[src/rtl/freq_meter.sv]
// freq_meter: measures the rate of an asynchronous square wave by counting its
// rising edges over a gate of GATE_CYCLES clkin cycles. The count is published
// on freq together with a one-cycle valid strobe. Runs single-shot or continuous.
module freq_meter #(
  parameter int unsigned GATE_CYCLES = 50000000,
  parameter int unsigned CNT_W       = 32
) (
  input  logic             clkin,
  input  logic             clrn,
  input  logic             sig_in,
  input  logic             start,
  input  logic             cont,
  output logic [CNT_W-1:0] freq,
  output logic             valid,
  output logic             busy,
  output logic             ovf
);

  typedef enum logic [1:0] {
    IDLE = 2'd0,
    MEAS = 2'd1,
    DONE = 2'd2
  } state_t;

  localparam logic [31:0]      GATE_LAST = 32'(GATE_CYCLES - 1);
  localparam logic [CNT_W-1:0] CNT_MAX   = '1;
  localparam logic [CNT_W-1:0] CNT_ONE   = {{(CNT_W-1){1'b0}}, 1'b1};

  state_t           state;
  state_t           next_state;
  logic             s1;
  logic             s2;
  logic             s3;
  logic             edge_det;
  logic [31:0]      gate_cnt;
  logic [CNT_W-1:0] edge_cnt;
  logic             sat;

  // Synchronizer plus delay flop; keeps running in every state so a level
  // that is already high when the gate opens never looks like a fresh edge.
  always_ff @(posedge clkin or negedge clrn) begin
    if (!clrn) begin
      s1 <= 1'b0;
      s2 <= 1'b0;
      s3 <= 1'b0;
    end else begin
      s1 <= sig_in;
      s2 <= s1;
      s3 <= s2;
    end
  end

  assign edge_det = s2 & ~s3;

  // State register.
  always_ff @(posedge clkin or negedge clrn) begin
    if (!clrn) begin
      state <= IDLE;
    end else begin
      state <= next_state;
    end
  end

  // Next-state decode; busy also covers the DONE cycle when re-arming so it
  // does not blink low between back-to-back gates.
  always_comb begin
    next_state = state;
    busy       = 1'b0;
    case (state)
      IDLE: begin
        if (start) begin
          next_state = MEAS;
        end
      end
      MEAS: begin
        busy = 1'b1;
        if (gate_cnt == GATE_LAST) begin
          next_state = DONE;
        end
      end
      DONE: begin
        if (cont || start) begin
          next_state = MEAS;
          busy       = 1'b1;
        end else begin
          next_state = IDLE;
        end
      end
      default: begin
        next_state = IDLE;
      end
    endcase
  end

  // Gate and edge counters: advance only while the gate is open and sit at
  // zero otherwise, so every new gate starts from a clean count. sat records
  // that an edge arrived while the counter was already pinned at its maximum.
  always_ff @(posedge clkin or negedge clrn) begin
    if (!clrn) begin
      gate_cnt <= '0;
      edge_cnt <= '0;
      sat      <= 1'b0;
    end else if (state == MEAS) begin
      gate_cnt <= gate_cnt + 32'd1;
      if (edge_det) begin
        if (edge_cnt == CNT_MAX) begin
          sat <= 1'b1;
        end else begin
          edge_cnt <= edge_cnt + CNT_ONE;
        end
      end
    end else begin
      gate_cnt <= '0;
      edge_cnt <= '0;
      sat      <= 1'b0;
    end
  end

  // Result registers: loaded only in the DONE cycle, so they hold steady for
  // the whole of the following gate; valid is registered alongside them.
  always_ff @(posedge clkin or negedge clrn) begin
    if (!clrn) begin
      freq  <= '0;
      ovf   <= 1'b0;
      valid <= 1'b0;
    end else begin
      valid <= (state == DONE);
      if (state == DONE) begin
        freq <= edge_cnt;
        ovf  <= sat;
      end
    end
  end

endmodule

[config.mk]
export PLATFORM = sky130hd
export DESIGN_NAME = freq_meter
export DESIGN_NICKNAME = d
export VERILOG_FILES = /design/src/rtl/freq_meter.sv
export SDC_FILE = /design/constraint.sdc
export NUM_CORES = 1
export LEC_CHECK = 0
export ABC_AREA = 1
export CORE_MARGIN = 4
export CORE_UTILIZATION = 59
export DETAILED_ROUTE_END_ITERATION = 12
export PLACE_DENSITY = 0.92
export RECOVER_POWER = 25
export SLEW_MARGIN = 20
export SYNTH_ARGS = -nofsm -noshare
export SYNTH_HDL_FRONTEND = slang
export SYNTH_SLANG_ARGS = --single-unit
[constraint.sdc]
create_clock -name clkin -period 1.9 [get_ports clkin]
set_input_delay 0.285 -clock clkin [delete_from_list [all_inputs] [get_ports clkin]]
set_output_delay 0.285 -clock clkin [all_outputs]
set_load 0.03 [all_outputs]
==> results of run 1 <==
## final timing paths
kind                       cells after the start          end  slack, ns
max reg2reg                                    9  edge_cnt[0]       0.03
max                                            9  edge_cnt[0]       0.03
min in group asynchronous                      3     freq[30]       0.49
min                                            0           s2       0.37
min reg2reg                                    0           s2       0.37
max in group asynchronous                      3  gate_cnt[4]       0.61
## state kept, by name, indices dropped and copies added (netlist names)
| name | cells |
|---|---|
| state | 2 |
| gate_cnt | 32 |
| sat | 1 |
| s2 | 1 |
| s3 | 1 |
| s1 | 1 |
| edge_cnt | 32 |
| ovf | 1 |
| valid | 1 |
| freq | 32 |
## through the flow
stage	total power, uW	area (um^2)	TNS (ns)
CTS	4410	6259	0
global route	4711	6309	-0.05901
finish	4534	6309	0
global placement	2940	6032	0
floorplan	2794	5479	0
detailed placement	2980	6032	0
## cell usage after synthesis
| cell type | n | area (um^2) |
|---|---|---|
| nand4_1 | 5 | 31.28 |
| o21ai_1 | 32 | 160.2 |
| o21a_1 | 1 | 7.510 |
| buf_4 | 3 | 22.52 |
| o21ai_0 | 13 | 65.06 |
| nand2_2 | 1 | 6.260 |
| nor2_8 | 1 | 20.02 |
| clkbuf_1 | 7 | 26.28 |
| inv_1 | 68 | 255.2 |
| xor2_1 | 8 | 70.07 |
| buf_1 | 2 | 7.510 |
| nor3_1 | 17 | 85.08 |
| mux2_2 | 17 | 191.4 |
| o21bai_1 | 1 | 7.510 |
| nor2_4 | 1 | 11.26 |
| xnor2_1 | 10 | 87.58 |
| a21boi_0 | 2 | 15.01 |
| ha_1 | 6 | 75.07 |
| dfrtp_1 | 104 | 2603 |
| nand3b_1 | 1 | 7.510 |
| and3_1 | 1 | 6.260 |
| buf_6 | 3 | 33.78 |
| nand3_1 | 31 | 155.2 |
| or2_2 | 1 | 6.260 |
| and2_1 | 2 | 12.51 |
| nand2_1 | 223 | 837.1 |
| nand2_4 | 2 | 22.52 |
| a21oi_1 | 29 | 145.1 |
| nand3_2 | 2 | 20.02 |
| nor2_2 | 5 | 31.28 |
| nor2_1 | 119 | 446.7 |
| clkinv_1 | 1 | 3.750 |
## timing repair
item | 4_1_cts | 5_1_grt
pin swaps | 0 | 1
hold endpoints to repair | 104 | 0
resized for setup | 3 | 6
setup endpoints to repair | 1 | 33
hold buffers | 1 | 0
gates cloned | 0 | 2
setup buffers | 0 | 2
## cells by family after synthesis
family	Yosys count	synth area share (%)
compound gates	78	7.313
fa+ha+maj	6	1.371
flops	104	47.53
xor+xnor	18	2.879
buf+inv	84	6.376
mux	17	3.496
simple gates	412	31.03
## worst register-to-register path, stage by stage (launching register included)
cell     delay, ns
dfrtp_1       0.43
ha_1          0.22
inv_1         0.09
nor2_4        0.19
nand2_4       0.11
nor2_8        0.18
nand3_4       0.18
nand2_4       0.21
nand2_1       0.09
o21ai_1       0.10
## per-layer routing
metal	part of all wire [%]	wire [um]
met3	7.2	974
met1	42	5738
met5	0	0
met2	48	6478
met4	2.5	341
## area by class of cell
type | count | area, um^2
clock inverter | 7 | 78.83
sequential | 104 | 2604
inverter | 69 | 259.0
tap | 108 | 135.1
timing repair buffer | 53 | 518.0
clock buffer | 9 | 123.9
multi-input combinational | 533 | 2590
fill | 684 | 2582
## power by group through the flow
| stage | clock (uW) | sequential, uW | combinational, uW |
|---|---|---|---|
| final | 1430 | 2330 | 770 |
| after global routing | 1540 | 2340 | 833 |
| after CTS | 1440 | 2330 | 643 |
| after detailed placement | 0 | 2370 | 615 |
| after global placement | 0 | 2360 | 583 |
| after floorplan | 0 | 2350 | 442 |
==> out/qor.yml, run 1 <==
critical_path:
  cp_slowest_cell: "dfrtp_1"
  cp_slowest_stage_delay_ns: 0.43
  crit_required_ns: 2.20
  crit_top_cell: "nand2_4"
  critical_path_class: "reg -> reg"
  cp.arrival_ns: 2.17
  critPathLaunch: "edge_cnt[1]"
  critPathCaptureType: "register"
  cp_num_buf_inv: 1
  crit_fanout: 8
  r2r-start: "edge_cnt[1]"
  crit_path_start_kind: "register"
  critical_path.cell_chain: "ha_1, inv_1, nor2_4, nand2_4, nor2_8, nand3_4, nand2_4, nand2_1, o21ai_1"
  path_delay_family: "simple AND/OR/NAND/NOR gates"
sta:
  worst_slew_pin_slew_ns: 0.9477
  final.min_clock_period_ns: 1.866
  hold_viol: 0
  finClkSkew_ns: 0.01627
  setup_viol_count_final: 0
  period_share_pct: 98.19
  relSlewSlack_pct: 36.40
  max_freq_mhz: 536.0
  whs_ns: 0.3748
  setup_slack_ns: 0.03438
  slew_violations: 0
grt:
  antenna_found_initial: 0
  grt_use_met1_pct: 34.57
  use_met3_pct: 3.414
  grt_overflow: 0
  top_usage_layer: "met2"
  grt_pass1_wl_um: 22400
  first_global_vias: 4695
  use_met2_pct: 40.64
  grt_start_max_net_pins: 69
  grt_usage_pct: 25.06
final_layout:
  diodes: 0
  layout_commonest_cell: "nand2_1"
  area_delta_synth_final_pct: 15.22
  final_cell_mix: "nand2_1, nor2_1, dfrtp_1"
  nets: 781
  drive_gt1_share_pct: 8.774
  post-route-util_pct: 70.95
  stdcell_count: 883
clock_network:
  cts-root-buf: "clkbuf_8"
  clk_latency_ns: 0.39
  clkTransAtPathRegs_ns: 0.10
  clkSinkCount: 104
  cts_tree: "done"
  htreeDepth: 3
  cts_max_path_buffers: 2
  numCtsBuffers: 9
synthesis:
  syn_nets: 730
  netlist_area_um2: 5475
  synth_seq_cells: 104
  avgSynthCellArea_um2: 7.615
  netlist_instances: 719
  yosysWarnings: 0
  ys_seq_area_share_pct: 47.53
  ys_types: 32
place:
  port_buffers: 39
  hpwl_um: 9600
  dpl.cell_count: 862
  gp_congestion: 0.9414
  dp_slack_ns: 0.03761
floorplan:
  io_pins: 40
  die_x_um: 104.3
  core_area_um2: 8891
  rows: 34
  die_area_um2: 10890
  die_h_um: 104.3
  start_util_pct: 61.58
pwr:
  power.density_nw_per_um2: 718.7
  peakVddDrop_uv: 567.5
  power_frac_clock_pct: 31.6
  share_seq_of_total_power_pct: 51.4
  combinationalPowerShare_pct: 17.0
  power.switching_uw: 1406
  p_leak_uw: 0.002716
  swShare_pct: 31.01
  intPower_uw: 3128
detailed_routing:
  drc_errors: 0
  drtAntennaViolNets: 0
  firstDrtPassIters: 5
  wirelength_um: 13530
  post_drt_wl_per_cell_um: 15.33
  vias: 4980
  vias_per_cell: 5.640
  drt_iter0_drc: 314
outcome:
  outcome: "completed"
job:
  maxCapViolCount: 0
worst_hold_path:
  hold_path_class: "reg -> reg"
  hold_start: "s1"
Power figures use the tool's default switching activity.
==> run 2: changes to the inputs <==
Settings changed: CORE_UTILIZATION 59 to 50, PLACE_DENSITY 0.92 to 0.82.
==> run 2 against run 1 <==
- cell count rose by 3.2%
- core utilization down 11 points
- total power down 3.1%
- global-route usage is 4.0 points lower
- setup slack improved by 0.044 ns
- worst hold slack lost 0.0056 ns
- design area increased by 0.42%
- non-clock buffer count did not move
- die area increased by 17%
- first-iteration DRC count down 6.7%
- critical endpoint is now busy
- largest cell class unchanged
- largest power group unchanged
==> out/qor.yml, run 2 (same netlist as run 1, synthesis figures left out) <==
outcome:
  outcome: "completed"
floorplan:
  die_area_um2: 12690  # +17%
  start_util_pct: 52.10  # -9.5 points
  die_h_um: 112.6  # +8.0%
  rows: 37  # +8.8%
  die_x_um: 112.6  # +8.0%
  io_pins: 40  # unchanged
  core_area_um2: 10510  # +18%
sta:
  worst_slew_pin_slew_ns: 0.9395  # -0.008229 ns
  final.min_clock_period_ns: 1.821  # -0.04445 ns
  hold_viol: 0  # unchanged
  fin_tns_setup_ns: 0  # unchanged
  whs_ns: 0.3692  # -0.005614 ns
  setup_viol_count_final: 0  # unchanged
  relSlewSlack_pct: 37.37  # +0.97 points
  period_share_pct: 95.85  # -2.3 points
  finClkSkew_ns: 0.01525  # -0.001016 ns
  max_freq_mhz: 549.1  # +2.4%
  slew_violations: 0  # unchanged
detailed_routing:
  post_drt_wl_per_cell_um: 14.14  # -7.8%
  vias_per_cell: 5.283  # -6.3%
  vias: 4813  # -3.4%
  drc_errors: 0  # unchanged
  drtAntennaViolNets: 0  # unchanged
  firstDrtPassIters: 5  # unchanged
  drt_iter0_drc: 293  # -6.7%
  wirelength_um: 12880  # -4.8%
final_layout:
  layout_commonest_cell: "nand2_1"
  fillers: 899  # +31%
  drive_gt1_share_pct: 8.645  # -0.13 points
  reg_top3: "edge_cnt: 32 flops, freq: 32 flops, gate_cnt: 32 flops"
  diodes: 0  # unchanged
  final_cell_mix: "nand2_1, nor2_1, dfrtp_1"
  nets: 781  # unchanged
  area_delta_synth_final_pct: 15.70
worst_hold_path:
  hold_depth: 0  # unchanged
  hold_start: "s1"
  hold_path_class: "reg -> reg"
  min_to: "s2"
critical_path:
  critPathCaptureType: "output pin"
  cp.arrival_ns: 1.54  # -0.63 ns
  reg2reg_depth: 6  # -3
  critical_path_class: "reg -> out"
  crit_fanout: 6  # -2
  regToRegSetupSlack_ns: 0.08  # +0.04 ns
  crit_required_ns: 1.62  # -0.58 ns
  r2r-end: "edge_cnt[8]"
  crit_path_start_kind: "register"
  r2r-start: "state[0]"
clock_network:
  clkTransAtPathRegs_ns: 0.10  # about the same
  clk_latency_ns: 0.38  # about the same
  numCtsBuffers: 9  # unchanged
  clkSinkCount: 104  # unchanged
  cts-root-buf: "clkbuf_8"
  cts_tree: "done"
  cts_max_path_buffers: 2  # unchanged
  htreeDepth: 3  # unchanged
pwr:
  peakVddDrop_uv: 583.6  # +2.8%
  p_leak_uw: 0.002713  # -0.11%
  power.density_nw_per_um2: 693.8  # -3.5%
place:
  gp_congestion: 0.9552  # +1.5%
  port_buffers: 39  # unchanged
  hpwl_um: 9410  # -2.0%
grt:
  grt_start_max_net_pins: 51  # -26%
  grt_pass1_wl_um: 22060  # -1.5%
  first_global_vias: 4796  # +2.2%
  antenna_found_initial: 0  # unchanged
  grt_overflow: 0  # unchanged
  grt_usage_pct: 21.09  # -4.0 points
job:
  maxCapViolCount: 0  # unchanged
-- run 2: cell types whose count changed in the layout (fill, tap and decap cells not counted), sizes merged --
cell | previous run | this run
clkbuf | 11 | 15
bufinv | 1 | 0
clkinv | 5 | 2
-- run 2: repair_timing --
action | in CTS | in global routing
buffers inserted | 0 | 2
cloned | 0 | 2
endpoints found under the setup margin | 1 | 34
endpoints found under the hold margin | 33 | 0
gates resized for setup | 4 | 5
hold buffers | 1 | 0
pin swaps | 0 | 0
-- run 2: final cells by class --
type	count	area [um^2]	area share, %
clock buffers	13	158.9	2.508
clock inverters	3	22.52	0.3555
inverters	69	259.0	4.088
multi-input cells	533	2582	40.77
flip-flops and latches	104	2604	41.10
well taps	136	170.2	2.686
repair buffers	53	538.0	8.493
-- run 2: through the flow --
| step | utilization, % | worst slack (ns) | cells | area (um^2) | total power (uW) |
|---|---|---|---|---|---|
| after floorplan | - | 0.08925 | 719 | 5479 | 2794 |
| after global placement | 57.85 | 0.2036 | 890 | 6080 | 2964 |
| after detailed placement | 57.85 | 0.05888 | 890 | 6080 | 3003 |
| after CTS | 59.80 | 0.01677 | 907 | 6285 | 4339 |
| after global routing | 60.28 | -0.01462 | 911 | 6335 | 4573 |
| final | 60.28 | 0.07883 | 911 | 6335 | 4395 |
-- run 2: metal layers --
layer / GRT usage [%] / vias up / share of wire, %
li1: - / 2371 / -
met1: 26.65 / 2236 / 43
met2: 36.22 / 175 / 49
met3: 3.342 / 31 / 6.4
met4: 8.253 / 0 / 2.3
met5: 0 / - / 0
-- run 2: worst max-delay path, cell delays in order, from the launching register on --
cell	delay, ns
dfrtp_1	0.43
inv_2	0.10
ha_4	0.21
clkinv_1	0.11
a21boi_2	0.14
buf_4	0.16
-- run 2: worst max-delay path by stage --
stage / slack, ns / from / end
global route: -0.01 / edge_cnt[0] / edge_cnt[2]
finish: 0.08 / state[1] / busy
global placement: 0.20 / edge_cnt[0] / edge_cnt[1]
detailed placement: 0.06 / edge_cnt[0] / edge_cnt[3]
floorplan: 0.09 / state[1] / busy
CTS: 0.02 / edge_cnt[0] / edge_cnt[0]
-- run 2: power breakdown --
group / leakage [uW] / total, uW / internal [uW] / switching, uW
clock network: 0.0000944 / 1320 / 558 / 761
registers: 0.00144 / 2320 / 2270 / 49.7
logic: 0.00118 / 759 / 236 / 522
total: 0.00271 / 4400 / 3060 / 1330
==> RTL change 1: new RTL, flow settings as in run 1 <==
Register the inputs `sig_in`, `start` and `cont` before use. The logic sees them one clock later.
--- a/src/rtl/freq_meter.sv
+++ b/src/rtl/freq_meter.sv
@@ -27,4 +27,14 @@
   localparam logic [CNT_W-1:0] CNT_ONE   = {{(CNT_W-1){1'b0}}, 1'b1};
 
+  logic sig_q;
+  logic start_q;
+  logic cont_q;
+
+  always_ff @(posedge clkin) begin
+    sig_q   <= sig_in;
+    start_q <= start;
+    cont_q  <= cont;
+  end
+
   state_t           state;
   state_t           next_state;
@@ -45,5 +55,5 @@
       s3 <= 1'b0;
     end else begin
-      s1 <= sig_in;
+      s1 <= sig_q;
       s2 <= s1;
       s3 <= s2;
@@ -69,5 +79,5 @@
     case (state)
       IDLE: begin
-        if (start) begin
+        if (start_q) begin
           next_state = MEAS;
         end
@@ -80,5 +90,5 @@
       end
       DONE: begin
-        if (cont || start) begin
+        if (cont_q || start_q) begin
           next_state = MEAS;
           busy       = 1'b1;
Function: changed (a bounded check fails within 4 cycles, from zero or initial values).
==> RTL change 1 against run 1 <==
Sequential cell count increased by 3; register-to-register slack improved by 0.06 ns; synthesized area increased by 1.2%; setup slack improved by 0.050 ns; design area increased by 1.8%; wire length decreased by 0.86%.
Power is not compared: it rests on default switching activity, and its combinational part moved more than twofold at a synthesized area within 25%.
==> RTL change 1: results (changes against run 1) <==
metric	value	unit	change
outcome	finished, final reports clean		
# resized after CTS	2		-1
crit-path max FO	4		-4
Total GRT Usage	24.3	%	-0.76 points
Crit. Startpoint	state[0]		
Post-DP HPWL	9320	um	-2.9%
vias in the first global route	4763		+1.4%
multiplexer share of the synthesized area	3.05	%	-0.45 points
Seq cells	107		+2.9%
first-pass GRT wire length	22100	um	-1.3%
R2R setup slack	0.09	ns	+0.06 ns
Compound-Gate Fraction of Synth Area	8.04	%	+0.72 points
syn_area_per_cell	7.66	um2	+0.53%
filler instances	701		+2.5%
fraction of registers with async set/reset	97.2	%	-2.8 points
DR iter-0 viols	458		+46%
xor-xnor portion of the synthesized cell area	2.53	%	-0.35 points
crit path DAT	1.53	ns	-0.64 ns
register area	0.00266	mm2	+2.3%
multi-input logic area	0.00260	mm2	+0.34%
terminus of the critical flop-to-flop path	edge_cnt[6]		
final period utilization	95.5	%	-2.6 points
Netlist cell types	31		-3.1%
non-filler cells, final	893		+1.1%
core area	0.00920	mm2	+3.4%
CP delay by family, top	flip-flops		
pre-CTS WS	0.0381	ns	+0.000472 ns
Pre-Repair DR Iteration Count	6		+1
inverter count	68		-1.4%
vias	5049		+1.4%
Non-Clock Buffer Area Fraction	9.00	%	+0.79 points
clock network area share	2.96	%	-0.25 points
routability cong.	0.939		-0.29%
largest net degree at the start of global routing	53		-23%
Non-Clock Buffer Count	58		+9.4%
Synth top cells by count	nand2_1 (217), nor2_1 (121), dfrtp_1 (104)		
==> RTL change 1: changes by cell type after synthesis, moves of 4 or more <==
cell and change:
clkbuf_1 +4, nor2_2 -4, o21ai_0 +11, nand2_1 -6, a21oi_1 +5, o21ai_1 -9
==> RTL change 1: how the worst min path moves through the flow <==
stage / from / endpoint / slack, ns
after floorplan: clrn / edge_cnt[0] / -0.01
after global placement: clrn / freq[9] / 0.30
after detailed placement: clrn / freq[9] / 0.31
after CTS: sig_in / sig_q / 0.34
after global routing: sig_q / s1 / 0.36
final: sig_q / s1 / 0.35
==> RTL change 1: per-layer routing <==
| metal | wire length [um] | up-vias | global-route usage (%) |
|---|---|---|---|
| li1 | - | 2406 | - |
| met1 | 5950 | 2368 | 34.4 |
| met2 | 6200 | 238 | 39.2 |
| met3 | 995 | 37 | 4.14 |
| met4 | 269 | 0 | 6.19 |
| met5 | 0 | - | 0 |
==> RTL change 2: new RTL, settings of run 1 <==
Made on the original files. `CNT_W`: 32 -> 16.
--- a/src/rtl/freq_meter.sv
+++ b/src/rtl/freq_meter.sv
@@ -4,5 +4,5 @@
 module freq_meter #(
   parameter int unsigned GATE_CYCLES = 50000000,
-  parameter int unsigned CNT_W       = 32
+  parameter int unsigned CNT_W       = 16
 ) (
   input  logic             clkin,
Ports: changed (resized freq); port bits go from 40 to 24. No check against the original RTL was run, so the function may have changed too.
==> RTL change 2 against run 1 <==
Worst hold slack got worse by 0.024 ns; wire length fell by 31%; design area fell by 30%; critical path depth fell by 4; sequential cell count fell by 32; non-clock buffer count fell by 24; final cell count fell by 28%; setup slack improved by 0.092 ns; synthesized area fell by 28%; power fell by 23%; critical path type is now register to output pin.
==> RTL change 2: results (changes against run 1) <==
metric	value	unit	change
outcome	finished, final reports clean		
maximum VDD drop	779	uV	+37%
number of vias per cell	5.50		-2.4%
CP delay by family, top	flip-flops		
Worst-path clk slew	0.08	ns	-0.02 ns
post-synthesis adder-cell area fraction	1.90	%	+0.53 points
Clk Latency, worst-skew pair	0.34	ns	-0.05 ns
Total GRT Usage	24.1	%	-0.98 points
CTS buffer count	9		unchanged
Final Net Count	570		-27%
Min-Delay Path Class	register to register		
share of cells above drive strength 1	9.95	%	+1.2 points
Synth area leaders	dfrtp_1 (46%), nand2_1 (14%), nor2_1 (9.1%), inv_1 (6.0%), nand3_1 (3.5%)		
syn nets	538		-26%
vias in the first global route	3311		-29%
antenna viol nets, final	0		unchanged
setup bufs post-CTS	0		unchanged
# resized after CTS	0		-3
port buffer count	23		-41%
DR iter-0 viols	412		+31%
crit path DAT	1.49	ns	-0.68 ns
Seq/Total Area, Yosys	45.6	%	-1.9 points
first-pass GRT wire length	15800	um	-30%
GRT Max-Usage Layer	met2		
Post-DP HPWL	6760	um	-30%
routability cong.	0.962		+2.2%
met1 Use GR	35.5	%	+0.88 points
clk_skew	0.00715	ns	-0.00912 ns
filler instances	496		-27%
Post-Route WL	9270	um	-31%
Compound-Gate Fraction of Synth Area	8.87	%	+1.6 points
fraction of registers with async set/reset	100	%	unchanged
R2R cell count	8		-1
met2 Use GR	36.3	%	-4.4 points
Synth top cells by count	nand2_1 (143), nor2_1 (96), dfrtp_1 (72)		
multiplexer share of the synthesized area	3.14	%	-0.36 points
Slew @ Worst Pin	0.961	ns	+0.0131 ns
Netlist cell types	34		+6.3%
Pleak	2.03	nW	-25%
crit-path max FO	7		-1
largest net degree at the start of global routing	73		+5.8%
xor-xnor portion of the synthesized cell area	1.77	%	-1.1 points
CP peak stage delay	0.40	ns	-0.03 ns
Pre-Repair DR Iteration Count	5		unchanged
Slowest cell on crit path	dfrtp_1		
biggest regs	gate_cnt: 32 flops, edge_cnt: 16 flops, freq: 16 flops		
grt met3 use	3.34	%	-0.075 points
## RTL change 2: cell types whose count changed after synthesis, moves of 5 or more
cell	run 1	this run
xnor2_1	10	2
nor3_1	17	4
o21ai_0	13	24
nand2_1	223	143
o21ai_2	0	5
inv_1	68	63
o21ai_1	32	4
dfrtp_1	104	72
nor2_1	119	96
mux2_2	17	11
## RTL change 2: final timing paths
check	slack (ns)	startpoint	to
setup / recovery	0.13	state[1]	busy
hold / removal	0.35	s1	s2
setup reg to reg	0.26	gate_cnt[0]	gate_cnt[28]
hold reg to reg	0.35	s1	s2
max in group asynchronous	0.55	clrn	gate_cnt[27]
min in group asynchronous	0.74	clrn	edge_cnt[9]
## RTL change 2: final cells by class
cell class / count / area (um2) / share of cell area (%)
clock inverter: 5 / 33.8 / 0.761
tap: 77 / 96.3 / 2.17
timing repair buffer: 29 / 270 / 6.09
inverter: 64 / 240 / 5.41
multi-input combinational: 383 / 1860 / 41.9
clock buffer: 10 / 138 / 3.10
sequential: 72 / 1800 / 40.6
## RTL change 2: power breakdown
part	leakage (nW)	internal [mW]	total, mW	switching, mW
sequential	0.986	1.60	1.66	0.0570
clock	0.0841	0.499	1.08	0.576
combinational	0.957	0.238	0.735	0.497
## RTL change 2: metal layers
metal,vias to the layer above,routed length (um)
met5,-,0
met4,0,182
met3,21,751
met2,164,4150
met1,1615,4190
li1,1722,-
## RTL change 2: through the flow
step | power, mW | area [um2] | util (%) | worst slack (ns) | cells
after floorplan | 2.17 | 3950 | - | 0.180 | 527
after global placement | 2.38 | 4270 | 66.5 | 0.356 | 624
after detailed placement | 2.41 | 4270 | 66.5 | 0.283 | 624
after CTS | 3.49 | 4450 | 69.3 | 0.0354 | 640
after global routing | 3.64 | 4440 | 69.1 | 0.0105 | 640
final | 3.47 | 4440 | 69.1 | 0.127 | 640
